## src/rtl/seq_multiplier.sv

```systemverilog
// Purpose : unsigned shift-and-add multiplier, one partial product per enabled clock.
// Latency : done and P valid INPUT_SIZE enabled edges after start is accepted; ready again one edge later.
// Backpres: enable=0 freezes every register and output; start is only taken while ready=1 and enable=1.
//
// Ports:
//   clk    - rising-edge clock
//   rst    - asynchronous active-low reset
//   enable - global advance; when low, state, datapath and outputs hold
//   start  - begin a multiply (sampled in IDLE only)
//   A, B   - unsigned operands, captured when start is accepted
//   P      - product register, updated only when a multiply completes
//   ready  - FSM is in IDLE
//   busy   - FSM is in BUSY
//   done   - FSM is in DONE (one enabled cycle)
module seq_multiplier #(
    parameter int INPUT_SIZE = 10
) (
    input  logic                      clk,
    input  logic                      rst,
    input  logic                      enable,
    input  logic                      start,
    input  logic [INPUT_SIZE-1:0]     A,
    input  logic [INPUT_SIZE-1:0]     B,
    output logic [2*INPUT_SIZE-1:0]   P,
    output logic                      ready,
    output logic                      busy,
    output logic                      done
);

    localparam int CNT_W = $clog2(INPUT_SIZE + 1);

    localparam logic [1:0] IDLE = 2'd0;
    localparam logic [1:0] BUSY = 2'd1;
    localparam logic [1:0] DONE = 2'd2;

    logic [1:0]              state;
    logic [INPUT_SIZE-1:0]   mcand;
    logic [INPUT_SIZE-1:0]   mplier;
    logic [2*INPUT_SIZE-1:0] acc;
    logic [CNT_W-1:0]        cnt;

    logic [INPUT_SIZE-1:0]   addend;
    logic [INPUT_SIZE:0]     psum;
    logic [2*INPUT_SIZE-1:0] acc_step;
    logic                    last_iter;

    // One shift-and-add step. The add keeps its carry so that the right
    // shift of {carry, acc} never loses a bit; after INPUT_SIZE steps the
    // accumulator holds the full double-width product.
    always_comb begin
        addend    = mplier[0] ? mcand : '0;
        psum      = {1'b0, acc[2*INPUT_SIZE-1:INPUT_SIZE]} + {1'b0, addend};
        acc_step  = {psum, acc[INPUT_SIZE-1:1]};
        last_iter = (cnt == CNT_W'(1));
    end

    always_ff @(posedge clk or negedge rst) begin
        if (!rst) begin
            state  <= IDLE;
            mcand  <= '0;
            mplier <= '0;
            acc    <= '0;
            cnt    <= '0;
            P      <= '0;
        end else if (enable) begin
            case (state)
                IDLE: begin
                    if (start) begin
                        mcand  <= A;
                        mplier <= B;
                        acc    <= '0;
                        cnt    <= CNT_W'(INPUT_SIZE);
                        state  <= BUSY;
                    end
                end
                BUSY: begin
                    // Fixed iteration count: no early exit on zero operands.
                    acc    <= acc_step;
                    mplier <= mplier >> 1;
                    cnt    <= cnt - CNT_W'(1);
                    if (last_iter) begin
                        P     <= acc_step;
                        state <= DONE;
                    end
                end
                DONE: begin
                    state <= IDLE;
                end
                default: begin
                    state <= IDLE;
                end
            endcase
        end
    end

    // Status outputs are pure state decodes, so reset clears them at once.
    always_comb begin
        ready = (state == IDLE);
        busy  = (state == BUSY);
        done  = (state == DONE);
    end

endmodule
```

## config.mk

```make
export PLATFORM = sky130hd
export DESIGN_NAME = seq_multiplier
export DESIGN_NICKNAME = d
export VERILOG_FILES = /design/src/rtl/seq_multiplier.sv
export SDC_FILE = /design/constraint.sdc
export NUM_CORES = 1
export LEC_CHECK = 0
export CORE_ASPECT_RATIO = 0.8
export CORE_MARGIN = 1
export CORE_UTILIZATION = 54
export DETAILED_ROUTE_END_ITERATION = 7
export GPL_TIMING_DRIVEN = 0
export MAX_ROUTING_LAYER = met4
export PLACE_DENSITY_LB_ADDON = 0.08
export SLEW_MARGIN = 20
export SYNTH_ARGS = -nofsm -noshare
export SYNTH_HDL_FRONTEND = slang
export SYNTH_SLANG_ARGS = --single-unit
```

## constraint.sdc

```tcl
create_clock -name clk -period 2.75 [get_ports clk]
set_input_delay 0.825 -clock clk [delete_from_list [all_inputs] [get_ports clk]]
set_output_delay 0.825 -clock clk [all_outputs]
set_load 0.01 [all_outputs]
```

==> flow_metrics.env <==
export IMPL_status="complete, no violations"
export IMPL_portBuffers=45
export IMPL_ys_warn_count=0
export IMPL_row_count=24
export IMPL_totalWireLength_mm=6.53
export IMPL_period_minus_slack_ns=2.56
export IMPL_maxCapViolations=0
export IMPL_skew_ns=0.0102
export IMPL_grt_max_degree=54
export IMPL_worstMarginPinSlew_ns=0.578
export IMPL_setup_ws_ns=0.190
export IMPL_viasPerCell=5.52
export IMPL_htree_levels=3
export IMPL_synth_cells=288
export IMPL_r2r_start="mplier[0]$_DFFE_PN0P_"
export IMPL_core_sq_um=5500
export IMPL_cts_root_buffer="clkbuf_8"
export IMPL_yosysUniqueCellTypes=46
export IMPL_min_path_type="input pin to asynchronous set/reset pin"
export IMPL_seqCellArea_sq_um=1630
export IMPL_crit_fanout=9
export IMPL_track_usage_pct=24.7
export IMPL_hold_buffers=0
export IMPL_end_kind="output pin"
export IMPL_cts_setup_buffers=0
export IMPL_clk_latency_ns=0.36
export IMPL_synth_seq_cells=65
export IMPL_worstPathRequired_ns=1.93
export IMPL_drtPass1Iterations=5
export IMPL_dp_slack_ns=0.0919
export IMPL_place_gp_congestion=0.827
export IMPL_crit_path_cell_trace="buf_4, nor2b_1, clkbuf_2, clkdlybuf4s50_1"
export IMPL_num_vias=2355
export IMPL_synth_flop_cell="dfrtp_1"
export IMPL_clock_fmax_mhz=391
export IMPL_cts_sinks=65
export IMPL_io_pins=47
export IMPL_ir_worst_vdd_mv=0.542
export IMPL_synthesis_area_sq_um=3110
export IMPL_synth_top_area_share_pct=52.2
export IMPL_start_kind="flip-flop"
export IMPL_synth_area_leaders="dfrtp_1 (52%), nand2_1 (5.7%), ha_1 (4.8%)"
export IMPL_synthesis_nets=325
export IMPL_cp_arrival_ns=1.74
export IMPL_syn_area_per_cell_sq_um=10.8
export IMPL_drive_gt1_share_pct=13.8
export IMPL_grt_pass1_vias=2169
export IMPL_hpwl_mm=4.68
export IMPL_crit_type="flip-flop to output pin"
export IMPL_setup_violations=0
export IMPL_maxSlewViolCount=0
export IMPL_synth_seq_area_share_pct=52.2
export IMPL_clockBufferDepth=2
export IMPL_synthArstFlopShare_pct=100
export IMPL_cts_tree="done"
export IMPL_min_period_over_period_pct=93.1
export IMPL_slowest_delay_ns=0.57
export IMPL_final_area_sq_um=3880
export IMPL_grt_antenna_before_repair=0
export IMPL_nets=381
export IMPL_cts_made_buffers=9
export IMPL_r2r_cells=8
export IMPL_cpMaxStageDelayCell="clkdlybuf4s50_1"
export IMPL_regToRegEndpoint="acc[17]$_DFFE_PN0P_"
export IMPL_route_detailed_wl_per_inst_microns=15.3
export IMPL_powerDensity_nw_per_um2=992
export IMPL_drtIter0Drc=157
export IMPL_syn2layout_area_growth_pct=24.6
export IMPL_synth_edf_count=0
export IMPL_rsz0062_at_grt="false"
export IMPL_synth_common_cells="dfrtp_1 (65), nand2_1 (47), o21ai_0 (16)"
export IMPL_fillerInstances=431
export IMPL_slew_headroom_pct=61.4
export IMPL_clkSlewWorstSetupHoldPaths_ns=0.08
export IMPL_ctsResizeCount=0
export IMPL_antenna_cells=0
export IMPL_drcViolationCount=0
export IMPL_die_area_sq_um=6080
export IMPL_synth_top_cell_by_area="dfrtp_1"
export IMPL_die_w_microns=86.9
export IMPL_ant_nets=0
export IMPL_r2r_slack_ns=0.24
export IMPL_grt_pass1_wl_mm=10.8
export IMPL_dpl_cell_area_sq_um=3690
export IMPL_finalHoldViolCount=0
export IMPL_initial_utilization_pct=56.7
export IMPL_multi_input_area_sq_um=1350
export IMPL_synth_most_common_cell="dfrtp_1"
export IMPL_gr_total_overflow=0
export IMPL_leakage_nw=1.84
export IMPL_die_h_microns=69.9
-- report_power, final --
group	internal, W	switching [W]
sequential	0.00133	0.000249
combinational	0.000752	0.000708
clock	0.000436	0.000370
total	0.00252	0.00133
-- state kept, by name, indices dropped and copies added (netlist names) --
| name | count |
|---|---|
| mplier | 10 |
| cnt | 4 |
| mcand | 10 |
| state | 2 |
| acc | 19 |
| P | 20 |
-- cell families (layout without fill, tap and decap cells) --
logic type / Yosys count / in the layout / synth area share [%]
and+or+nand+nor: 90 / 90 / 13.7
AOI/OAI and AO/OA: 69 / 69 / 16.4
DFF: 65 / 65 / 52.2
buffers and inverters: 27 / 88 / 4.30
muxes: 18 / 18 / 6.31
adders and majority gates: 13 / 13 / 5.46
xor gates and xnor gates: 6 / 6 / 1.69
-- area by class of cell --
class | instances | share of cell area (%)
clock inverters | 6 | 1.48
inverters | 10 | 0.967
flip-flops and latches | 65 | 41.9
well taps | 78 | 2.52
multi-input cells | 196 | 34.9
clock buffers | 10 | 3.55
plain buffers | 16 | 2.42
repair buffers | 46 | 12.3
-- cells in the final DEF, fill, tap and decap left out, drive strengths merged, types with 3 or more instances in the layout --
cell / count
a22oi: 3
nand2: 47
clkdlybuf4s50: 44
clkinv: 4
a31o: 3
a21oi: 7
dfrtp: 65
o2111ai: 6
a222oi: 4
a211oi: 3
xor2: 4
a21o: 4
buf: 11
mux2i: 5
nor2: 10
mux2: 13
and2: 11
a22o: 13
o211ai: 4
inv: 10
nand3: 5
o21ai: 16
clkbuf: 17
ha: 12
-- worst max-delay path by stage --
| stage | from | end | cells past startpoint |
|---|---|---|---|
| final | state[0]$_DFFE_PN0P_ | busy | 4 |
| after global routing | mplier[0]$_DFFE_PN0P_ | acc[17]$_DFFE_PN0P_ | 8 |
| after CTS | state[0]$_DFFE_PN0P_ | busy | 4 |
| after detailed placement | mplier[0]$_DFFE_PN0P_ | acc[17]$_DFFE_PN0P_ | 9 |
| after global placement | rst | mplier[7]$_DFFE_PN0P_ | 1 |
| after floorplan | mplier[0]$_DFFE_PN0P_ | acc[17]$_DFFE_PN0P_ | 9 |
-- per-stage QoR --
stage | cells | hold WS [ns] | setup TNS (ns) | power (W) | utilization [%]
finish | 427 | 0.311 | 0 | 0.00385 | 70.6
global route | 427 | 0.314 | 0 | 0.00410 | 70.6
CTS | 428 | 0.315 | 0 | 0.00387 | 70.7
detailed placement | 412 | 0.462 | 0 | 0.00306 | 67.1
global placement | 411 | 0.459 | -85.75 | 0.00299 | 66.6
floorplan | 288 | 0.438 | 0 | 0.00250 | -
-- worst max-delay path, delay by kind of cell (launching register included) --
kind | cells | cell delay, ns
buf+inv | 3 | 0.93
flops | 1 | 0.32
simple gates | 1 | 0.13
-- routing by layer --
metal / wire [microns] / global-route usage [%] / vias up
li1: - / - / 1144
met1: 3240 / 35.2 / 1138
met2: 2880 / 34.2 / 64
met3: 326 / 6.38 / 9
met4: 85 / 8.89 / 0
met5: 0 / - / -
Power figures use the tool's default switching activity.
